## config.mk

```make
export PLATFORM = sky130hd
export DESIGN_NAME = proc_bus_master
export DESIGN_NICKNAME = d
export VERILOG_FILES = /design/src/rtl/proc_bus_master_pkg.sv /design/src/rtl/proc_bus_master_beat_ctr.sv /design/src/rtl/proc_bus_master.sv
export SDC_FILE = /design/constraint.sdc
export NUM_CORES = 1
export LEC_CHECK = 0
export ABC_CLOCK_PERIOD_IN_PS = 2560
export BUFFER_PORTS_ARGS = -buffer_cell sky130_fd_sc_hd__buf_2
export CAP_MARGIN = 20
export CORE_MARGIN = 3
export CORE_UTILIZATION = 40
export CTS_BUF_LIST = sky130_fd_sc_hd__clkbuf_2
export CTS_CLUSTER_SIZE = 40
export DETAILED_ROUTE_END_ITERATION = 12
export SETUP_SLACK_MARGIN = 0.15
export SLEW_MARGIN = 20
export SYNTH_ARGS = -nofsm -noshare
export SYNTH_HDL_FRONTEND = slang
export SYNTH_SLANG_ARGS = --single-unit
export TNS_END_PERCENT = 5
```

## constraint.sdc

```tcl
create_clock -name clk -period 2.56 [get_ports clk]
set_input_delay 0.256 -clock clk [delete_from_list [all_inputs] [get_ports clk]]
set_output_delay 0.256 -clock clk [all_outputs]
set_load 0.1 [all_outputs]
```

## src/rtl/proc_bus_master_pkg.sv

```systemverilog
// Shared definitions for the processor-side AddrData bus master.
// Holds the default bus geometry and the burst state encoding used by
// proc_bus_master. No ports; imported by the top with import mcDefs::*.
package mcDefs;

  // Default AddrData width (address and data share the bus).
  localparam int BUSWIDTH        = 16;
  // Default number of data beats that follow each address phase.
  localparam int DATAPAYLOADSIZE = 4;

  // Burst sequencing states; PBM_TURN is only reached when the turnaround
  // option is compiled in.
  typedef enum logic [2:0] {
    PBM_IDLE,
    PBM_ADDR,
    PBM_LAT,
    PBM_DATA,
    PBM_DONE,
    PBM_TURN
  } pbm_state_t;

endpackage

```

## src/rtl/proc_bus_master_beat_ctr.sv

```systemverilog
// pbm_beat_ctr: loadable down-counter used by the bus master both to time
// the read-latency gap and to step through the data beats.
// Ports:
//   clk      in   system clock
//   resetH   in   synchronous active-high reset, clears the count
//   load     in   load load_val this cycle (wins over en)
//   load_val in   W-bit value to load
//   en       in   decrement by one (saturates at zero)
//   cnt      out  current count
//   last     out  count has reached zero
module pbm_beat_ctr #(
  parameter int W = 3
) (
  input  logic         clk,
  input  logic         resetH,
  input  logic         load,
  input  logic [W-1:0] load_val,
  input  logic         en,
  output logic [W-1:0] cnt,
  output logic         last
);

  logic [W-1:0] cnt_q;

  // Count register: a load restarts the phase, otherwise count down and
  // park at zero so the counter never wraps.
  always_ff @(posedge clk) begin
    if (resetH) begin
      cnt_q <= '0;
    end else if (load) begin
      cnt_q <= load_val;
    end else if (en && (cnt_q != '0)) begin
      cnt_q <= cnt_q - 1'b1;
    end
  end

  assign cnt  = cnt_q;
  assign last = (cnt_q == '0);

endmodule

```

## src/rtl/proc_bus_master.sv

```systemverilog
// proc_bus_master: CPU-side master for the multiplexed AddrData bus.
// Takes one read/write request at a time over valid/ready, runs an address
// phase, an optional read-latency gap and PAYLOAD data beats, then pulses
// rsp_valid with the gathered read data. The pad itself lives above this
// block; here the bus is split into ad_out / ad_oe / ad_in.
// Optional feature macro: PBM_TURNAROUND_EN adds one undriven TURN cycle
// after every burst before the next request can be accepted.
// Ports:
//   clk, resetH           clock, synchronous active-high reset
//   req_valid/req_ready   request handshake (ready only in IDLE)
//   req_rw                1 = read, 0 = write
//   req_addr              burst start address
//   req_wdata             write beats, beat k at [k*BUSWIDTH +: BUSWIDTH]
//   rsp_valid             one-cycle burst-complete pulse
//   rsp_rdata             last completed read's data, same packing
//   ad_out/ad_oe/ad_in    split tristate AddrData bus
//   addr_valid, rw        address-phase strobe and direction
module proc_bus_master
  import mcDefs::*;
#(
  parameter int BUSWIDTH = mcDefs::BUSWIDTH,
  parameter int PAYLOAD  = mcDefs::DATAPAYLOADSIZE,
  parameter int RD_LAT   = 0
) (
  input  logic                          clk,
  input  logic                          resetH,
  input  logic                          req_valid,
  output logic                          req_ready,
  input  logic                          req_rw,
  input  logic [BUSWIDTH-1:0]           req_addr,
  input  logic [PAYLOAD*BUSWIDTH-1:0]   req_wdata,
  output logic                          rsp_valid,
  output logic [PAYLOAD*BUSWIDTH-1:0]   rsp_rdata,
  output logic [BUSWIDTH-1:0]           ad_out,
  output logic                          ad_oe,
  input  logic [BUSWIDTH-1:0]           ad_in,
  output logic                          addr_valid,
  output logic                          rw
);

  localparam int BEATW = $clog2(PAYLOAD) + 1;
  localparam int LATW  = $clog2(RD_LAT + 1) + 1;
  localparam int CW    = (BEATW > LATW) ? BEATW : LATW;
  localparam int DW    = PAYLOAD * BUSWIDTH;

  pbm_state_t          state_q, state_d;
  logic                rw_q, rw_d;
  logic [BUSWIDTH-1:0] addr_q, addr_d;
  logic [DW-1:0]       wbuf_q, wbuf_d;
  logic [DW-1:0]       rbuf_q, rbuf_d;
  logic [DW-1:0]       rdata_q, rdata_d;

  logic                ctrLoad, ctrEn, ctrLast;
  logic [CW-1:0]       ctrLoadVal, ctrCnt, beatIdx;
  logic [BUSWIDTH-1:0] wbeat;

  pbm_beat_ctr #(.W(CW)) u_beat_ctr (
    .clk      (clk),
    .resetH   (resetH),
    .load     (ctrLoad),
    .load_val (ctrLoadVal),
    .en       (ctrEn),
    .cnt      (ctrCnt),
    .last     (ctrLast)
  );

  // The counter runs down during DATA, so the beat index is its complement.
  assign beatIdx = CW'(PAYLOAD - 1) - ctrCnt;

  // State register.
  always_ff @(posedge clk) begin
    if (resetH) begin
      state_q <= PBM_IDLE;
    end else begin
      state_q <= state_d;
    end
  end

  // Next-state logic: address phase, optional latency gap, data beats,
  // one response cycle and, if compiled in, a turnaround cycle.
  always_comb begin
    state_d = state_q;
    case (state_q)
      PBM_IDLE: if (req_valid) state_d = PBM_ADDR;
      PBM_ADDR: state_d = (rw_q && (RD_LAT > 0)) ? PBM_LAT : PBM_DATA;
      PBM_LAT:  if (ctrLast) state_d = PBM_DATA;
      PBM_DATA: if (ctrLast) state_d = PBM_DONE;
      PBM_DONE: begin
`ifdef PBM_TURNAROUND_EN
        state_d = PBM_TURN;
`else
        state_d = PBM_IDLE;
`endif
      end
      default:  state_d = PBM_IDLE;
    endcase
  end

  // Counter control: ADDR preloads either the latency gap or the beat
  // count; the end of LAT reloads the beat count for DATA.
  always_comb begin
    ctrLoad    = 1'b0;
    ctrLoadVal = '0;
    ctrEn      = 1'b0;
    case (state_q)
      PBM_ADDR: begin
        ctrLoad    = 1'b1;
        ctrLoadVal = (rw_q && (RD_LAT > 0)) ? CW'(RD_LAT - 1) : CW'(PAYLOAD - 1);
      end
      PBM_LAT: begin
        if (ctrLast) begin
          ctrLoad    = 1'b1;
          ctrLoadVal = CW'(PAYLOAD - 1);
        end else begin
          ctrEn = 1'b1;
        end
      end
      PBM_DATA: ctrEn = 1'b1;
      default: ;
    endcase
  end

  // Request latching and read capture. The response copy is taken from
  // rbuf_d so the final beat sampled on the same edge is included.
  always_comb begin
    rw_d    = rw_q;
    addr_d  = addr_q;
    wbuf_d  = wbuf_q;
    rbuf_d  = rbuf_q;
    rdata_d = rdata_q;
    if (state_q == PBM_IDLE && req_valid) begin
      rw_d   = req_rw;
      addr_d = req_addr;
      wbuf_d = req_wdata;
    end
    if (state_q == PBM_DATA && rw_q) begin
      for (int k = 0; k < PAYLOAD; k++) begin
        if (beatIdx == CW'(k)) rbuf_d[k*BUSWIDTH +: BUSWIDTH] = ad_in;
      end
      if (ctrLast) rdata_d = rbuf_d;
    end
  end

  // Datapath registers; reset also clears the buffers of an aborted burst.
  always_ff @(posedge clk) begin
    if (resetH) begin
      rw_q    <= 1'b0;
      addr_q  <= '0;
      wbuf_q  <= '0;
      rbuf_q  <= '0;
      rdata_q <= '0;
    end else begin
      rw_q    <= rw_d;
      addr_q  <= addr_d;
      wbuf_q  <= wbuf_d;
      rbuf_q  <= rbuf_d;
      rdata_q <= rdata_d;
    end
  end

  // Write beat selection from the latched buffer.
  always_comb begin
    wbeat = '0;
    for (int k = 0; k < PAYLOAD; k++) begin
      if (beatIdx == CW'(k)) wbeat = wbuf_q[k*BUSWIDTH +: BUSWIDTH];
    end
  end

  // Outputs depend only on the state and latched values, never on req_*.
  always_comb begin
    req_ready  = (state_q == PBM_IDLE);
    rsp_valid  = (state_q == PBM_DONE);
    ad_oe      = 1'b0;
    ad_out     = '0;
    addr_valid = 1'b0;
    rw         = 1'b0;
    case (state_q)
      PBM_ADDR: begin
        ad_oe      = 1'b1;
        ad_out     = addr_q;
        addr_valid = 1'b1;
        rw         = rw_q;
      end
      PBM_DATA: begin
        if (!rw_q) begin
          ad_oe  = 1'b1;
          ad_out = wbeat;
        end
      end
      default: ;
    endcase
  end

  assign rsp_rdata = rdata_q;

endmodule

```

==> run summary, run 1 <==
run status - finished, violations left
violations in the final reports - setup timing
largest driver fanout on the critical path - 33
Fmax achieved - 368 MHz
Worst R2R Start - u_beat_ctr.cnt[0]
Critical Path RT - 2.30 ns
commonest non-fill, non-tap cell in the layout - nand2_1
placed wire-length estimate - 17.8 mm
total die area - 23600 sq um
overall power consumption - 0.00977 W
number of antenna violations at the first check in global routing - 1
largest buffer count on any clock path - 2
Worst path most repeated cell - buf_12
via count of the first global-routing pass - 7808
pre-CTS setup slack - 0.345 ns
pin slew with the least headroom to its limit - 0.923 ns
Hold/Removal Path Class - in2reg
# setup viols final - 16
routability cong. - 0.834
combinational share of power - 46.8%
grt ovf - 0
TritonCTS clock tree - done
Boundary Pins - 185
first-pass GRT wire length - 42.9 mm
number of remaining DRC errors - 0
area growth from synthesis to layout - 31.2%
hold_sp - resetH
post-layout util - 53.9%
total count of hold-check failures in the final report - 0
placed standard-cell area - 9870 sq um
worst-case clock skew - 0.0441 ns
reported max-cap violation count - 0
post-placement cell count - 1394
post-synthesis register bit count - 199
largest net degree at the start of global routing - 84
startpoint of the most critical setup path - u_beat_ctr.cnt[1]
Vias/cell - 5.28
post-synth net total - 1113
share of the clock period used by the worst path - 106%
number of flops mapped to enable cells by yosys - 0
IO buf count - 184
Worst IR Drop VDD - 0.493 mV
global router's overall resource usage - 22.6%
Rows - 53
Leak Pwr - 4.59 nW
switching power total - 0.00430 W
initial detailed-routing violation count - 495
Async SR Flop Fraction - 0%
Critical Path Max Stage Delay - 0.43 ns
post-synthesis average cell area - 8.65 sq um
number of buffers and inverters on the critical path - 3
share of post-route cells with drive strength above 1 - 24.2%
fin. max-slew vios - 0
Initial Util - 41.1%
number of antenna-violating nets in the routed design - 0
most instantiated flip-flop cell in the synthesis netlist - dfxtp_1
data arrival time of the critical path - 2.46 ns
relative slew slack - 38.4%
area of the placeable core - 21200 sq um
Critical Path Start Type - flip-flop
Reg power frac - 36.2%
Num CTS Buffers - 17
commonest cells after routing, fill and taps aside - nand2_1, dfxtp_1, buf_2
total power per unit cell area - 853 nW/um^2
count of mapped cells out of synthesis - 1008
final setup slack of the worst path - -0.161 ns
first drt pass iteration count - 7
clock-pin transition on the worst setup and hold timing paths - 0.33 ns
sequential area share after synthesis - 45.7%
area of the mapped netlist - 8720 sq um
number of vias in the routed layout - 8112
htree depth - 4
minimum clock period - 2.72 ns
Design Area, Final - 11400 sq um
internal power contribution - 0.00546 W
# clock sinks - 199
clock tree root driver cell - clkbuf_2
unrepaired setup endpoints after global routing - true
height of the die - 154 microns
number of warnings reported in the yosys synthesis log - 0
crit path cell chain - buf_6, ha_2, buf_12, o211ai_1, a32o_2, buf_12
capturing element type of the critical path - output port
filler-free cell count of the finished design - 1535
clock insertion delay at the later pin of the skew report - 0.80 ns
average routed wire per standard cell - 18.0 microns
slowest stage cell, crit path - dfxtp_4
DIE WIDTH - 154 microns
fraction of power consumed by the clock network - 17.1%
Total Nets Final - 1351
drt total wl - 27.6 mm
critical path class - reg2out
share of total power consumed by net switching - 44.1%
number of distinct library cells after synthesis - 44
cell type group with the largest total delay on the critical path - compound AO/OA/AOI/OAI gates
## cell families (layout without fill, tap and decap cells)
kind of cell    Yosys count  count (layout)  synth area share [%]
compound gates          267             267                  18.8
xor+xnor                  1               1                 0.100
fa+ha+maj                 5               5                 0.718
buf+inv                 103             354                  7.71
flops                   199             199                  45.7
mux                      96              96                  11.0
other cells               0               1                     0
simple gates            337             337                  16.0
## sequential cells by signal, summed over array words and instances (netlist names)
signal          cells
u_beat_ctr.cnt      3
addr_q             16
rw_q                1
wbuf_q             64
rbuf_q             48
rsp_rdata          64
state_q             3
## cell usage after synthesis (2+ instances only)
library cell / number / area [sq um]
nand3_1: 17 / 85.1
a32o_1: 16 / 160
nor2b_1: 5 / 31.3
o21ai_0: 18 / 90.1
nor4b_1: 2 / 17.5
nor3_2: 2 / 20.0
ha_1: 5 / 62.6
nand3b_1: 2 / 15.0
buf_4: 22 / 165
a22oi_1: 16 / 120
nand2_1: 259 / 972
buf_2: 18 / 90.1
o211ai_1: 16 / 120
mux2i_1: 96 / 961
a31oi_1: 2 / 12.5
nand2b_1: 2 / 12.5
nor3_1: 3 / 15.0
clkbuf_8: 3 / 41.3
dfxtp_1: 199 / 3980
a21oi_1: 146 / 731
inv_1: 4 / 15.0
clkbuf_1: 34 / 128
a211oi_1: 49 / 368
and3b_1: 2 / 17.5
nor2_1: 34 / 128
buf_6: 17 / 191
buf_1: 2 / 7.51
## through the flow
stage / TNS (ns) / hold WS, ns
after floorplan: -0.658 / 0.392
after global placement: 0 / 0.442
after detailed placement: 0 / 0.446
after CTS: -3.01 / 0.0274
after global routing: -4.29 / 0.0592
final: -2.21 / 0.119
## area by class of cell
class,instances,area (sq um)
Clock buffer,17,85.1
Timing Repair Buffer,318,2580
Antenna cell,1,2.50
Fill cell,1990,9780
Inverter,4,17.5
Tap cell,275,344
Clock inverter,15,186
Multi-Input combinational cell,706,4230
Sequential cell,199,3990
## metal layers
metal	up-vias	GRT usage (%)	routed length (microns)
met4	0	7.40	735
met5	-	0	0
met2	231	38.4	13500
li1	3967	-	-
met1	3871	28.7	11900
met3	43	4.64	1470
## tightest hold or removal path, stage by stage
cell and delay, ns:
buf_4 0.10, clkinv_1 0.05, buf_4 0.31, nand2_1 0.15
mux2i_1 0.06
## power by group through the flow
stage / Sequential (W) / Clock (W) / Combinational, W
after global routing: 0.00356 / 0.00182 / 0.00486
final: 0.00353 / 0.00167 / 0.00457
after global placement: 0.00356 / 0 / 0.00386
after floorplan: 0.00365 / 0 / 0.00271
after CTS: 0.00353 / 0.00170 / 0.00450
after detailed placement: 0.00356 / 0 / 0.00385
## what timing repair did
action,in CTS,in global routing
endpoints found under the hold margin,194,0
hold buffers,98,0
gates cloned,3,0
setup buffers,7,0
endpoints found under the setup margin,17,19
resized for setup,54,6
pin swaps,12,14
## worst paths after layout
path | slack (ns) | endpoint | cells after the start
setup reg to reg | 0.29 | rsp_rdata[21] | 7
hold reg to reg | 0.47 | wbuf_q[9] | 2
hold / removal | 0.12 | rbuf_q[7] | 5
setup / recovery | -0.16 | ad_out[10] | 6
Power figures use the tool's default switching activity.
==> run 2, diff against run 1 <==
--- a/config.mk
+++ b/config.mk
@@ -9,10 +9,11 @@
 export BUFFER_PORTS_ARGS = -buffer_cell sky130_fd_sc_hd__buf_2
 export CAP_MARGIN = 20
 export CORE_MARGIN = 3
-export CORE_UTILIZATION = 40
+export CORE_UTILIZATION = 55
 export CTS_BUF_LIST = sky130_fd_sc_hd__clkbuf_2
 export CTS_CLUSTER_SIZE = 40
 export DETAILED_ROUTE_END_ITERATION = 12
+export PLACE_DENSITY = 0.8
 export SETUP_SLACK_MARGIN = 0.15
 export SLEW_MARGIN = 20
 export SYNTH_ARGS = -nofsm -noshare
==> run 2 against run 1 <==
The run still ends with setup timing left. Combinational power rose by 2%. Die area fell by 26%. Routed wire length rose by 7.1%. Worst hold slack got worse by 0.044 ns. Register-to-register slack improved by 0.02 ns. Global-route usage rose by 8.7 points. Sequential cell count did not move. Sequential share of layout area fell by 0.092 points.
==> run summary, run 2 (synthesis gave the netlist of run 1 again) <==
Worst IR Drop VDD - 0.444 mV (was 0.493 mV)
initial detailed-routing violation count - 1101 (was 495)
crit path cell chain - inv_6, ha_4, buf_6, nor2_4, buf_6, o211ai_1, a32o_2, buf_12 (was buf_6, ha_2, buf_12, o211ai_1, a32o_2, buf_12)
combinational share of power - 45.9% (was 46.8%)
Boundary Pins - 185 (unchanged)
reported max-cap violation count - 0 (unchanged)
number of filler instances in the final layout - 955 (was 1990)
Reg power frac - 35.0% (was 36.2%)
share of the clock period used by the worst path - 108% (was 106%)
overall power consumption - 0.0102 W (was 0.00977 W)
fraction of power consumed by the clock network - 19.1% (was 17.1%)
pin slew with the least headroom to its limit - 1.03 ns (was 0.923 ns)
clock tree root driver cell - clkbuf_2 (unchanged)
Critical Path Start Type - flip-flop (unchanged)
commonest cells after routing, fill and taps aside - nand2_1, dfxtp_1, buf_2 (unchanged)
placed wire-length estimate - 16.3 mm (was 17.8 mm)
total count of hold-check failures in the final report - 0 (unchanged)
Total Nets Final - 1350 (was 1351)
worst-case clock skew - 0.0356 ns (was 0.0441 ns)
area growth from synthesis to layout - 31.6% (was 31.2%)
share of post-route cells with drive strength above 1 - 23.8% (was 24.2%)
Fmax achieved - 362 MHz (was 368 MHz)
routability cong. - 0.930 (was 0.834)
Num CTS Buffers - 17 (unchanged)
Vias/cell - 6.03 (was 5.28)
clock insertion delay at the later pin of the skew report - 0.78 ns (was 0.80 ns)
number of remaining DRC errors - 0 (unchanged)
height of the die - 132 microns (was 154 microns)
Worst path most repeated cell - buf_6 (was buf_12)
number of vias in the routed layout - 8877 (was 8112)
IO buf count - 184 (unchanged)
Rows - 45 (was 53)
internal power contribution - 0.00594 W (was 0.00546 W)
met3 routing resource usage after global routing - 7.48% (was 4.64%)
GRT met2 Usage - 53.7% (was 38.4%)
drt total wl - 29.5 mm (was 27.6 mm)
# setup viols final - 16 (unchanged)
relative slew slack - 31.4% (was 38.4%)
htree depth - 4 (unchanged)
capturing element type of the critical path - output port (unchanged)
Critical Path Max Stage Delay - 0.45 ns (was 0.43 ns)
worst hold slack - 0.0750 ns (was 0.119 ns)
unrepaired setup endpoints after global routing - true (unchanged)
first-pass GRT wire length - 44.4 mm (was 42.9 mm)
slowest stage cell, crit path - dfxtp_4 (unchanged)
minimum clock period - 2.77 ns (was 2.72 ns)
Leak Pwr - 4.61 nW (was 4.59 nW)
violations in the final reports - setup timing (unchanged)
# clock sinks - 199 (unchanged)
total power per unit cell area - 887 nW/um^2 (was 853 nW/um^2)
clock-pin transition on the worst setup and hold timing paths - 0.27 ns (was 0.33 ns)
via count of the first global-routing pass - 8354 (was 7808)
TritonCTS clock tree - done (unchanged)
Initial Util - 56.7% (was 41.1%)
final setup slack of the worst path - -0.206 ns (was -0.161 ns)
share of total power consumed by net switching - 41.7% (was 44.1%)
global-route track usage on met1 - 36.7% (was 28.7%)
area of the placeable core - 15400 sq um (was 21200 sq um)
Critical Path RT - 2.30 ns (about the same)
DIE WIDTH - 132 microns (was 154 microns)
fin. max-slew vios - 0 (unchanged)
number of antenna violations at the first check in global routing - 4 (was 1)
first drt pass iteration count - 8 (was 7)
filler-free cell count of the finished design - 1473 (was 1535)
largest net degree at the start of global routing - 151 (was 84)
global router's overall resource usage - 31.3% (was 22.6%)
largest buffer count on any clock path - 2 (unchanged)
critical path class - reg2out (unchanged)
number of antenna-violating nets in the routed design - 0 (unchanged)
Hold/Removal Path Class - in2reg (unchanged)
total die area - 17400 sq um (was 23600 sq um)
run status - finished, violations left (unchanged)
average routed wire per standard cell - 20.1 microns (was 18.0 microns)
switching power total - 0.00425 W (was 0.00430 W)
commonest non-fill, non-tap cell in the layout - nand2_1 (unchanged)
grt ovf - 0 (unchanged)
cell type group with the largest total delay on the critical path - buffers and inverters (was compound AO/OA/AOI/OAI gates)
post-placement cell count - 1324 (was 1394)
Most Crowded Layer GR - met2 (unchanged)
largest driver fanout on the critical path - 8 (was 33)
data arrival time of the critical path - 2.51 ns (was 2.46 ns)
number of buffers and inverters on the critical path - 4 (was 3)
pre-CTS setup slack - 0.173 ns (was 0.345 ns)
[run 2: cell types whose count changed in the layout (fill, tap and decap cells not counted), sizes merged]
cell,delta
bufinv,+6
clkinvlp,+1
inv,-6
bufbuf,-1
clkinv,-1
diode,+3
[run 2: metal layers]
| layer | part of all wire [%] | vias to the layer above |
|---|---|---|
| li1 | - | 3980 |
| met1 | 36 | 4196 |
| met3 | 8.7 | 133 |
| met4 | 5.4 | 0 |
| met2 | 50 | 568 |
| met5 | 0 | - |
[run 2: worst paths after layout]
path	end	from	slack (ns)	depth (start not counted)
worst min register to register	wbuf_q[42]	wbuf_q[42]	0.48	2
worst max register to register	rsp_rdata[1]	u_beat_ctr.cnt[0]	0.31	6
worst max-delay path	ad_out[0]	u_beat_ctr.cnt[1]	-0.21	8
worst min-delay path	rsp_rdata[56]	resetH	0.07	3
[run 2: metrics by stage]
| stage | TNS [ns] | area [sq um] | util, % |
|---|---|---|---|
| 6_report | -2.39 | 11500 | 74.7 |
| 5_1_grt | -4.04 | 11500 | 74.7 |
| 4_1_cts | -1.82 | 11300 | 73.4 |
| 3_5_place_dp | 0 | 9740 | 63.3 |
| 3_3_place_gp | 0 | 9740 | 63.3 |
| 2_1_floorplan | -0.658 | 8720 | - |
[run 2: timing repair]
| item | 4_1_cts | 5_1_grt |
|---|---|---|
| buffers inserted | 6 | 5 |
| endpoints found under the setup margin | 18 | 18 |
| gates resized for setup | 49 | 16 |
| pin swaps | 11 | 10 |
| endpoints found under the hold margin | 194 | 0 |
| hold buffers | 98 | 0 |
| cloned | 1 | 2 |
[run 2: layout make-up]
class                           count  area, sq um  area share, %
Inverter                            4         27.5          0.240
Tap cell                          211          264           2.30
Multi-Input combinational cell    706         4240           36.9
Clock buffer                       17         85.1          0.741
Sequential cell                   199         4000           34.8
Timing Repair Buffer              317         2620           22.8
Clock inverter                     15          243           2.12
Antenna cell                        4         10.0         0.0872
[run 2: worst register-to-register path, cell delays in order, from the launching register on]
cell	delay [ns]
dfxtp_4	0.43
inv_4	0.09
ha_4	0.21
buf_4	0.17
and3b_4	0.72
a21oi_1	0.21
a211oi_1	0.34
[run 2: power groups by stage]
stage	registers [W]	logic [W]	clock network, W
after floorplan	0.00365	0.00271	0
after global placement	0.00356	0.00366	0
after detailed placement	0.00356	0.00369	0
after CTS	0.00351	0.00424	0.00194
after global routing	0.00358	0.00486	0.00209
final	0.00356	0.00467	0.00195
==> run 3, diff against run 2 <==
--- a/config.mk
+++ b/config.mk
@@ -9,11 +9,10 @@
 export BUFFER_PORTS_ARGS = -buffer_cell sky130_fd_sc_hd__buf_2
 export CAP_MARGIN = 20
 export CORE_MARGIN = 3
-export CORE_UTILIZATION = 55
-export CTS_BUF_LIST = sky130_fd_sc_hd__clkbuf_2
+export CORE_UTILIZATION = 54
 export CTS_CLUSTER_SIZE = 40
 export DETAILED_ROUTE_END_ITERATION = 12
-export PLACE_DENSITY = 0.8
+export PLACE_DENSITY = 0.79
 export SETUP_SLACK_MARGIN = 0.15
 export SLEW_MARGIN = 20
 export SYNTH_ARGS = -nofsm -noshare
==> run 3 against run 2 <==
The run now ends clean. Critical path depth down 3. Sequential share of layout area up 3.3 points. Sequential cell count unchanged. Die area up 1.8%. Via count down 12%. Utilization down 7.0 points.
==> run summary, run 3 (synthesis gave the netlist of run 1 again) <==
total count of hold-check failures in the final report - 0 (unchanged)
worst-case clock skew - 0.0113 ns (was 0.0356 ns)
Boundary Pins - 185 (unchanged)
clock insertion delay at the later pin of the skew report - 0.44 ns (was 0.78 ns)
total die area - 17700 sq um (was 17400 sq um)
routability cong. - 0.874 (was 0.930)
commonest non-fill, non-tap cell in the layout - nand2_1 (unchanged)
TritonCTS clock tree - done (unchanged)
reported max-cap violation count - 0 (unchanged)
average routed wire per standard cell - 18.2 microns (was 20.1 microns)
Num CTS Buffers - 17 (unchanged)
placed wire-length estimate - 16.4 mm (was 16.3 mm)
Leak Pwr - 4.17 nW (was 4.61 nW)
Vias/cell - 5.70 (was 6.03)
global router's overall resource usage - 26.9% (was 31.3%)
share of post-route cells with drive strength above 1 - 23.6% (was 23.8%)
hold_sp - req_wdata[59] (was resetH)
largest buffer count on any clock path - 2 (unchanged)
initial detailed-routing violation count - 817 (was 1101)
crit path cell chain - buf_4, nor2_1, a22oi_1, a32o_1, buf_12 (was inv_6, ha_4, buf_6, nor2_4, buf_6, o211ai_1, a32o_2, buf_12)
number of antenna violations at the first check in global routing - 0 (was 4)
Critical Path Start Type - flip-flop (unchanged)
IO buf count - 184 (unchanged)
total power per unit cell area - 960 nW/um^2 (was 887 nW/um^2)
area growth from synthesis to layout - 20.1% (was 31.6%)
height of the die - 133 microns (was 132 microns)
worst hold stages - 3 (unchanged)
pin slew with the least headroom to its limit - 1.11 ns (was 1.03 ns)
# clock sinks - 199 (unchanged)
internal reg-to-reg setup slack - 0.46 ns (was 0.31 ns)
via count of the first global-routing pass - 7471 (was 8354)
critical path class - reg2out (unchanged)
number of antenna-violating nets in the routed design - 0 (unchanged)
capturing element type of the critical path - output port (unchanged)
Worst IR Drop VDD - 0.678 mV (was 0.444 mV)
depth of the most critical reg-to-reg path - 4 (was 6)
clock tree root driver cell - clkbuf_16 (was clkbuf_2)
Critical Path RT - 2.30 ns (about the same)
unrepaired setup endpoints after global routing - true (unchanged)
relative slew slack - 26.3% (was 31.4%)
# setup viols final - 0 (was 16)
capture point of the worst reg-to-reg path - rbuf_q[39] (was rsp_rdata[1])
first drt pass iteration count - 6 (was 8)
pre-CTS setup slack - 0.178 ns (was 0.173 ns)
grt ovf - 0 (unchanged)
Initial Util - 56.3% (was 56.7%)
run status - finished clean (was finished, violations left)
DIE WIDTH - 133 microns (was 132 microns)
Fmax achieved - 414 MHz (was 362 MHz)
Total Nets Final - 1247 (was 1350)
data arrival time of the critical path - 2.16 ns (was 2.51 ns)
first-pass GRT wire length - 38.4 mm (was 44.4 mm)
number of remaining DRC errors - 0 (unchanged)
Design Area, Final - 10500 sq um (was 11500 sq um)
commonest cells after routing, fill and taps aside - nand2_1, dfxtp_1, buf_2 (unchanged)
endpoint of the worst hold path - wbuf_q[59] (was rsp_rdata[56])
clock-pin transition on the worst setup and hold timing paths - 0.07 ns (was 0.27 ns)
placed standard-cell area - 9750 sq um (was 9740 sq um)
number of vias in the routed layout - 7787 (was 8877)
Critical Path Max Stage Delay - 0.58 ns (was 0.45 ns)
Rows - 45 (unchanged)
htree depth - 4 (unchanged)
largest driver fanout on the critical path - 12 (was 8)
area of the placeable core - 15500 sq um (was 15400 sq um)
hold bufs inserted after CTS - 0 (was 98)
slowest stage cell, crit path - dfxtp_1 (was dfxtp_4)
drt total wl - 24.9 mm (was 29.5 mm)
Worst R2R Start - u_beat_ctr.cnt[2] (was u_beat_ctr.cnt[0])
largest net degree at the start of global routing - 151 (unchanged)
startpoint of the most critical setup path - u_beat_ctr.cnt[2] (was u_beat_ctr.cnt[1])
Hold/Removal Path Class - in2reg (unchanged)
minimum clock period - 2.42 ns (was 2.77 ns)
share of the clock period used by the worst path - 94.3% (was 108%)
fin. max-slew vios - 0 (unchanged)
final setup slack of the worst path - 0.145 ns (was -0.206 ns)
[run 3: where the power goes]
group	leakage [nW]	switching, W	internal, W
registers	1.61	0.000150	0.00335
logic	2.29	0.00265	0.00137
clock network	0.271	0.00127	0.00127
total	4.17	0.00407	0.00599
[run 3: through the flow]
stage / hold WS (ns) / utilization (%) / TNS [ns] / instances / power [W]
4_1_cts: 0.0432 / 67.0 / 0 / 1360 / 0.00991
3_5_place_dp: 0.447 / 63.0 / 0 / 1328 / 0.00724
3_3_place_gp: 0.442 / 63.0 / 0 / 1328 / 0.00721
2_1_floorplan: 0.392 / - / -0.658 / 1008 / 0.00636
5_1_grt: 0.0539 / 67.6 / 0 / 1365 / 0.0105
6_report: 0.0516 / 67.6 / 0 / 1366 / 0.0101
[run 3: metal layers]
layer | GRT usage, % | part of all wire, %
met5 | 0 | 0
met4 | 10.7 | 3.1
met3 | 6.58 | 7.8
met1 | 32.5 | 40
met2 | 46.0 | 49
[run 3: critical path, delay by kind of cell, from the launching register on]
family / cells / cell delay (ns)
AOI/OAI and AO/OA: 2 / 0.61
DFF: 1 / 0.58
buffers and inverters: 2 / 0.47
and+or+nand+nor: 1 / 0.06
[run 3: how the worst max path moves through the flow]
stage               endpoint  slack (ns)
6_report           ad_out[9]        0.14
5_1_grt           ad_out[12]        0.11
4_1_cts            ad_out[9]        0.09
3_5_place_dp   rsp_rdata[43]        0.18
3_3_place_gp   rsp_rdata[12]        0.37
2_1_floorplan      rsp_valid       -0.40
[run 3: cell type report]
| class | count | area (sq um) |
|---|---|---|
| Antenna cell | 1 | 2.50 |
| Clock buffer | 18 | 429 |
| Clock inverter | 13 | 119 |
| Fill cell | 1233 | 5010 |
| Inverter | 4 | 15.0 |
| Multi-Input combinational cell | 706 | 4150 |
| Sequential cell | 199 | 3990 |
| Tap cell | 211 | 264 |
| Timing Repair Buffer | 214 | 1510 |
[run 3: timing repair]
| item | in CTS | in global routing |
|---|---|---|
| gates resized for setup | 16 | 11 |
| buffers inserted | 0 | 4 |
| endpoints found under the setup margin | 17 | 16 |
| cloned | 1 | 0 |
| pin swaps | 0 | 4 |
